$ cat config.mk
export PLATFORM = sky130hd
export DESIGN_NAME = qp_mem_arbiter
export DESIGN_NICKNAME = d
export VERILOG_FILES = /design/src/rtl/qp_arb_pkg.sv /design/src/rtl/qp_rsp_pipe.sv /design/src/rtl/qp_mem_arbiter.sv
export SDC_FILE = /design/constraint.sdc
export NUM_CORES = 1
export LEC_CHECK = 0
export BUFFER_PORTS_ARGS = -buffer_cell sky130_fd_sc_hd__buf_2
export CORE_AREA = 2 2 145 147
export CTS_BUF_LIST = sky130_fd_sc_hd__clkbuf_2 sky130_fd_sc_hd__clkbuf_4 sky130_fd_sc_hd__clkbuf_8
export CTS_CLUSTER_SIZE = 25
export DETAILED_ROUTE_END_ITERATION = 8
export DIE_AREA = 0 0 147 149
export GPL_TIMING_DRIVEN = 0
export PLACE_DENSITY = 0.48
export SETUP_SLACK_MARGIN = 0.4
export SKIP_LAST_GASP = 1
export SLEW_MARGIN = 20
export SYNTH_ARGS = -nofsm -noshare
export SYNTH_HDL_FRONTEND = slang
export SYNTH_SLANG_ARGS = --single-unit
$ cat constraint.sdc
create_clock -name wb_clk_i -period 1.3 [get_ports wb_clk_i]
set_input_delay 0.26 -clock wb_clk_i [delete_from_list [all_inputs] [get_ports wb_clk_i]]
set_output_delay 0.26 -clock wb_clk_i [all_outputs]
set_load 0.01 [all_outputs]
$ cat src/rtl/qp_arb_pkg.sv
// Shared types and sizing for the query-patch SRAM arbiter.
// Both requesters and the SRAM macro exchange whole patches.
package qp_arb_pkg;

  localparam int DATA_WIDTH = 11;
  localparam int PATCH_SIZE = 5;
  localparam int ROW_SIZE   = 24;
  localparam int COL_SIZE   = 17;
  localparam int ADDRW      = $clog2(ROW_SIZE * COL_SIZE);
  localparam int PATCHW     = PATCH_SIZE * DATA_WIDTH;

  typedef enum logic [1:0] {
    NORMAL          = 2'd0,
    DRAIN_TO_DEBUG  = 2'd1,
    DEBUG           = 2'd2,
    DRAIN_TO_NORMAL = 2'd3
  } arb_state_e;

  typedef enum logic {
    OWN_WBS = 1'b0,
    OWN_ENG = 1'b1
  } owner_e;

  typedef logic [PATCH_SIZE-1:0][DATA_WIDTH-1:0] patch_t;

  function automatic logic is_drain(arb_state_e s);
    return (s == DRAIN_TO_DEBUG) || (s == DRAIN_TO_NORMAL);
  endfunction

endpackage

$ cat src/rtl/qp_rsp_pipe.sv
// Two-stage valid+owner shift register that steers each read response
// to the requester that issued it, independent of the arbiter state.
module qp_rsp_pipe
  import qp_arb_pkg::*;
(
  input  logic clk_i,
  input  logic srst_i,
  input  logic push_i,
  input  logic owner_i,
  output logic wbs_rsp_valid_o,
  output logic eng_rsp_valid_o,
  output logic empty_o,
  output logic busy_o
);

  logic [1:0] valid_q;
  logic [1:0] owner_q;

  always_ff @(posedge clk_i) begin
    if (srst_i) begin
      valid_q <= 2'b00;
      owner_q <= 2'b00;
    end else begin
      valid_q <= {valid_q[0], push_i};
      owner_q <= {owner_q[0], owner_i};
    end
  end

  assign eng_rsp_valid_o = valid_q[1] & (owner_q[1] == OWN_ENG);
  assign wbs_rsp_valid_o = valid_q[1] & (owner_q[1] == OWN_WBS);

  // Stage 2 always retires to its tagged owner, so once stage 1 is clear
  // nothing remains in flight past this edge and a mode change is safe.
  assign empty_o = ~valid_q[0];
  assign busy_o  = |valid_q;

endmodule

$ cat src/rtl/qp_mem_arbiter.sv
// Round-robin arbiter sharing the single-port query-patch SRAM between the
// Wishbone debug controller and the ANN engine, with drained debug lockout.
module qp_mem_arbiter
  import qp_arb_pkg::*;
(
  input  logic              wb_clk_i,
  input  logic              wb_rst_i,
  input  logic              wbs_debug,
  input  logic              wbs_req_valid,
  output logic              wbs_req_ready,
  input  logic              wbs_req_we,
  input  logic [ADDRW-1:0]  wbs_req_addr,
  input  logic [PATCHW-1:0] wbs_req_wpatch,
  output logic              wbs_rsp_valid,
  output logic [PATCHW-1:0] wbs_rsp_rpatch,
  input  logic              eng_req_valid,
  output logic              eng_req_ready,
  input  logic              eng_req_we,
  input  logic [ADDRW-1:0]  eng_req_addr,
  input  logic [PATCHW-1:0] eng_req_wpatch,
  output logic              eng_rsp_valid,
  output logic [PATCHW-1:0] eng_rsp_rpatch,
  output logic              mem_csb0,
  output logic              mem_web0,
  output logic [ADDRW-1:0]  mem_addr0,
  output logic [PATCHW-1:0] mem_wpatch0,
  input  logic [PATCHW-1:0] mem_rpatch0,
  output logic              arb_busy
);

  arb_state_e       state_q, state_d;
  owner_e           rr_q, rr_d;
  logic             csb_q, csb_d;
  logic             web_q, web_d;
  logic [ADDRW-1:0] addr_q, addr_d;
  patch_t           wpatch_q, wpatch_d;

  logic wbs_acc, eng_acc, any_acc, sel_we, pipe_empty, pipe_busy;

  // Readies look only at state, valids and the rr pointer.
  always_comb begin
    wbs_req_ready = 1'b0;
    eng_req_ready = 1'b0;
    if (!wb_rst_i) begin
      case (state_q)
        NORMAL: begin
          eng_req_ready = eng_req_valid & (~wbs_req_valid | (rr_q == OWN_WBS));
          wbs_req_ready = wbs_req_valid & (~eng_req_valid | (rr_q == OWN_ENG));
        end
        DEBUG:   wbs_req_ready = wbs_req_valid;
        default: ;
      endcase
    end
  end

  assign wbs_acc = wbs_req_valid & wbs_req_ready;
  assign eng_acc = eng_req_valid & eng_req_ready;
  assign any_acc = wbs_acc | eng_acc;
  assign sel_we  = eng_acc ? eng_req_we : wbs_req_we;

  always_comb begin
    state_d  = state_q;
    rr_d     = rr_q;
    csb_d    = 1'b1;
    web_d    = 1'b1;
    addr_d   = addr_q;
    wpatch_d = wpatch_q;
    // The pointer only moves when both sides actually contended.
    if (state_q == NORMAL && wbs_req_valid && eng_req_valid)
      rr_d = eng_acc ? OWN_ENG : OWN_WBS;
    if (any_acc) begin
      csb_d    = 1'b0;
      web_d    = ~sel_we;
      addr_d   = eng_acc ? eng_req_addr : wbs_req_addr;
      wpatch_d = eng_acc ? patch_t'(eng_req_wpatch) : patch_t'(wbs_req_wpatch);
    end
    case (state_q)
      NORMAL: if (wbs_debug) state_d = DRAIN_TO_DEBUG;
      DEBUG:  if (!wbs_debug) state_d = DRAIN_TO_NORMAL;
      default: begin
        // A drain always heads toward whatever wbs_debug currently asks for.
        if (pipe_empty) state_d = wbs_debug ? DEBUG : NORMAL;
        else            state_d = wbs_debug ? DRAIN_TO_DEBUG : DRAIN_TO_NORMAL;
      end
    endcase
  end

  always_ff @(posedge wb_clk_i) begin
    if (wb_rst_i) begin
      state_q  <= NORMAL;
      rr_q     <= OWN_WBS;
      csb_q    <= 1'b1;
      web_q    <= 1'b1;
      addr_q   <= '0;
      wpatch_q <= '0;
    end else begin
      state_q  <= state_d;
      rr_q     <= rr_d;
      csb_q    <= csb_d;
      web_q    <= web_d;
      addr_q   <= addr_d;
      wpatch_q <= wpatch_d;
    end
  end

  qp_rsp_pipe u_rsp_pipe (
    .clk_i           (wb_clk_i),
    .srst_i          (wb_rst_i),
    .push_i          (any_acc & ~sel_we),
    .owner_i         (eng_acc),
    .wbs_rsp_valid_o (wbs_rsp_valid),
    .eng_rsp_valid_o (eng_rsp_valid),
    .empty_o         (pipe_empty),
    .busy_o          (pipe_busy)
  );

  assign mem_csb0       = csb_q;
  assign mem_web0       = web_q;
  assign mem_addr0      = addr_q;
  assign mem_wpatch0    = wpatch_q;
  assign wbs_rsp_rpatch = mem_rpatch0;
  assign eng_rsp_rpatch = mem_rpatch0;
  assign arb_busy       = pipe_busy | is_drain(state_q);

endmodule

==> flow_summary.yaml <==
sta:
  setup_ws_ns: -0.169
  hold_viol_final: 0
  rsz0062_at_grt: "true"
  worst_pin_slew_ns: 0.440
  tns_ns: -4.95
  fin_crit_sh: 1.13
  drv_slew: 0
  setup_viol: 68
  fin_crit_ns: 1.47
  relSlewSlack: 0.706
  whs_ns: 0.149
  clock.fmax_mhz: 681
  fin_skew_ns: 0.0139
global_routing:
  use_met2: 0.200
  busiest_layer: "met2"
  grt-ovfl-total: 0
  antenna_found_initial: 0
  grtUsageMet1: 0.133
  grt_max_degree: 14
  grt_pass1_vias: 3825
  grtUsageTotal: 0.114
  met3_usage: 0.0339
  grt_pass1_wl_mm: 19.6
synth:
  ys_types: 25
  async_flop_share: 0
  post-synth-top-count-cell: "buf_4"
  syn_area_per_cell_um2: 9.58
  synth-main-ff-cell: "dfxtp_1"
  yosysTopAreaCellShare: 0.353
  yosysSeqAreaShare: 0.353
  yosysWarnings: 0
  synth_top_cell_by_area: "dfxtp_1"
  syn_nets: 622
  synth_common_cells: "111 x buf_4, 73 x dfxtp_1, 65 x mux2i_1"
  yosys-top-cells-area: "dfxtp_1 35%, buf_4 20%, mux2i_1 16%, nand3b_1 12%, o21ai_1 5.4%"
  synth_edf_count: 0
  synthCells: 432
  synth_seq_cells: 73
  syn_area_mm2: 0.00414
power_and_ir_drop:
  p_sw_frac: 0.291
  leakage_nw: 3.62
  p_sw_mw: 2.25
  p_comb_frac: 0.347
  p_int_mw: 5.49
  seq_power_share: 0.364
  p_clk_frac: 0.289
  p_per_area_mw_per_mm2: 1090
  power_mw: 7.74
  peakVddDrop_v: 0.000485
floorplanning:
  dieArea_mm2: 0.0219
  core_mm2: 0.0206
  start_util: 0.201
  die_h_um: 149
  io_pins: 371
  die-width_um: 147
  rows: 53
drt:
  drt_iter0_drc: 121
  vias: 4140
  antenna_left: 0
  avgViaCountPerCell: 3.92
  wl_per_cell_um: 12.7
  routed_wl_mm: 13.4
  drc: 0
  dr.pass1.iters: 4
worst_setup_path:
  cp_data_required_time_ns: 1.04
  cp-start-kind: "register"
  rrSetupSlack_ns: -0.14
  arrival_ns: 1.21
  crit_path_end_kind: "output pin"
  worstSetupPathType: "reg -> out"
  path_max_fanout: 5
clocking:
  clk-insertion-delay-late_ns: 0.37
  cts_hold_buf: 0
  cts_root_buffer: "clkbuf_8"
  cts_htree_levels: 3
  path_clk_slew_ns: 0.09
  cts_tree: "built"
  numCtsBuffers: 9
  clock-sinks: 73
  clockBufferDepth: 2
placed_design:
  placed_cell_area_mm2: 0.00610
  port_buffers: 315
  dpl.hpwl_mm: 10.4
  gp_congestion: 0.697
cells_and_area:
  finalNetCount: 966
  syn_to_final_growth_pct: 71.8
  fin_area_mm2: 0.00711
  n_antenna_cell: 0
  finish.utilization: 0.346
  final_layout_size_suffix_gt1_frac: 0.718
  fillerInstances: 2150
run_status:
  violations: "setup timing"
  status: "finished with violations"
worst_hold_path:
  hold_path.class: "in -> reg"
job:
  maxCapViolCount: 0
==> kinds of logic after synthesis <==
family          Yosys count  share of synthesized area
flops                    73                      0.353
compound gates           68                     0.0856
xor+xnor                  3                    0.00635
simple gates             82                      0.142
mux                      65                      0.157
buf+inv                 141                      0.256
==> registers in the layout (all words and copies together) (netlist names), named ones only <==
signal and count:
u_rsp_pipe.owner_q 2, mem_addr0 9, mem_csb0 1, rr_q 1, state_q 1, mem_wpatch0 55, mem_web0 1, u_rsp_pipe.valid_q 2
==> critical path: stages (launching register included) <==
cell	delay, ns
dfxtp_4	0.36
nor2b_4	0.10
buf_6	0.15
nand3_4	0.09
inv_2	0.06
buf_6	0.09
==> through the flow <==
stage,instances,worst slack (ns)
6_report,1056,-0.169
5_1_grt,1056,-0.259
4_1_cts,1049,-0.205
3_5_place_dp,1022,-0.363
3_3_place_gp,1022,-0.366
2_1_floorplan,432,0.100
==> repair_timing <==
action	4_1_cts	5_1_grt
pin swaps	3	6
resized for setup	145	23
buffers inserted	11	7
setup endpoints to repair	140	141
==> path summary, 6_finish.rpt <==
check / start / endpoint / depth (start not counted)
max: register / eng_req_ready / 5
min: eng_req_wpatch[51] / mem_wpatch0[51]$_SDFFE_PP0P_ / 3
max reg2reg: state_q[0]$_SDFFE_PP0P_ / mem_web0$_SDFF_PP1_ / 7
min reg2reg: u_rsp_pipe.owner_q[0]$_SDFF_PP0_ / u_rsp_pipe.owner_q[1]$_SDFF_PP0_ / 1
==> area by class of cell <==
type / instances / area (um2) / share of cell area
repair buffers: 333 / 2160 / 0.304
multi-input cells: 218 / 1680 / 0.236
flip-flops and latches: 73 / 1550 / 0.218
plain buffers: 138 / 1120 / 0.157
well taps: 275 / 344 / 0.0484
clock buffers: 10 / 131 / 0.0185
clock inverters: 6 / 115 / 0.0162
inverters: 3 / 11.3 / 0.00158
==> layout by cell type, fill, tap and decap left out, drive strengths merged, types with 2 or more instances in the layout <==
cell type  instances
a21oi              2
nand3b            64
dfxtp             73
clkbuf            20
bufinv             3
xnor2              3
mux2i             65
buf              461
nand2              3
o21ai             65
nor2               5
nor2b              5
inv                4
==> metal layers <==
metal | vias up | wire (um) | share of wire
met2 | 211 | 6540 | 0.49
met3 | 11 | 1190 | 0.089
met4 | 0 | 192 | 0.014
li1 | 2058 | - | -
met5 | - | 0 | 0
met1 | 1860 | 5490 | 0.41
==> power groups by stage <==
| stage | clock network [mW] | logic [mW] | registers, mW |
|---|---|---|---|
| 4_1_cts | 2.35 | 2.64 | 2.81 |
| 6_report | 2.24 | 2.68 | 2.81 |
| 3_3_place_gp | 0 | 2.23 | 2.74 |
| 2_1_floorplan | 0 | 1.17 | 2.88 |
| 5_1_grt | 2.45 | 2.91 | 2.85 |
| 3_5_place_dp | 0 | 2.22 | 2.75 |
No activity file was read; power rests on OpenSTA's default activity.
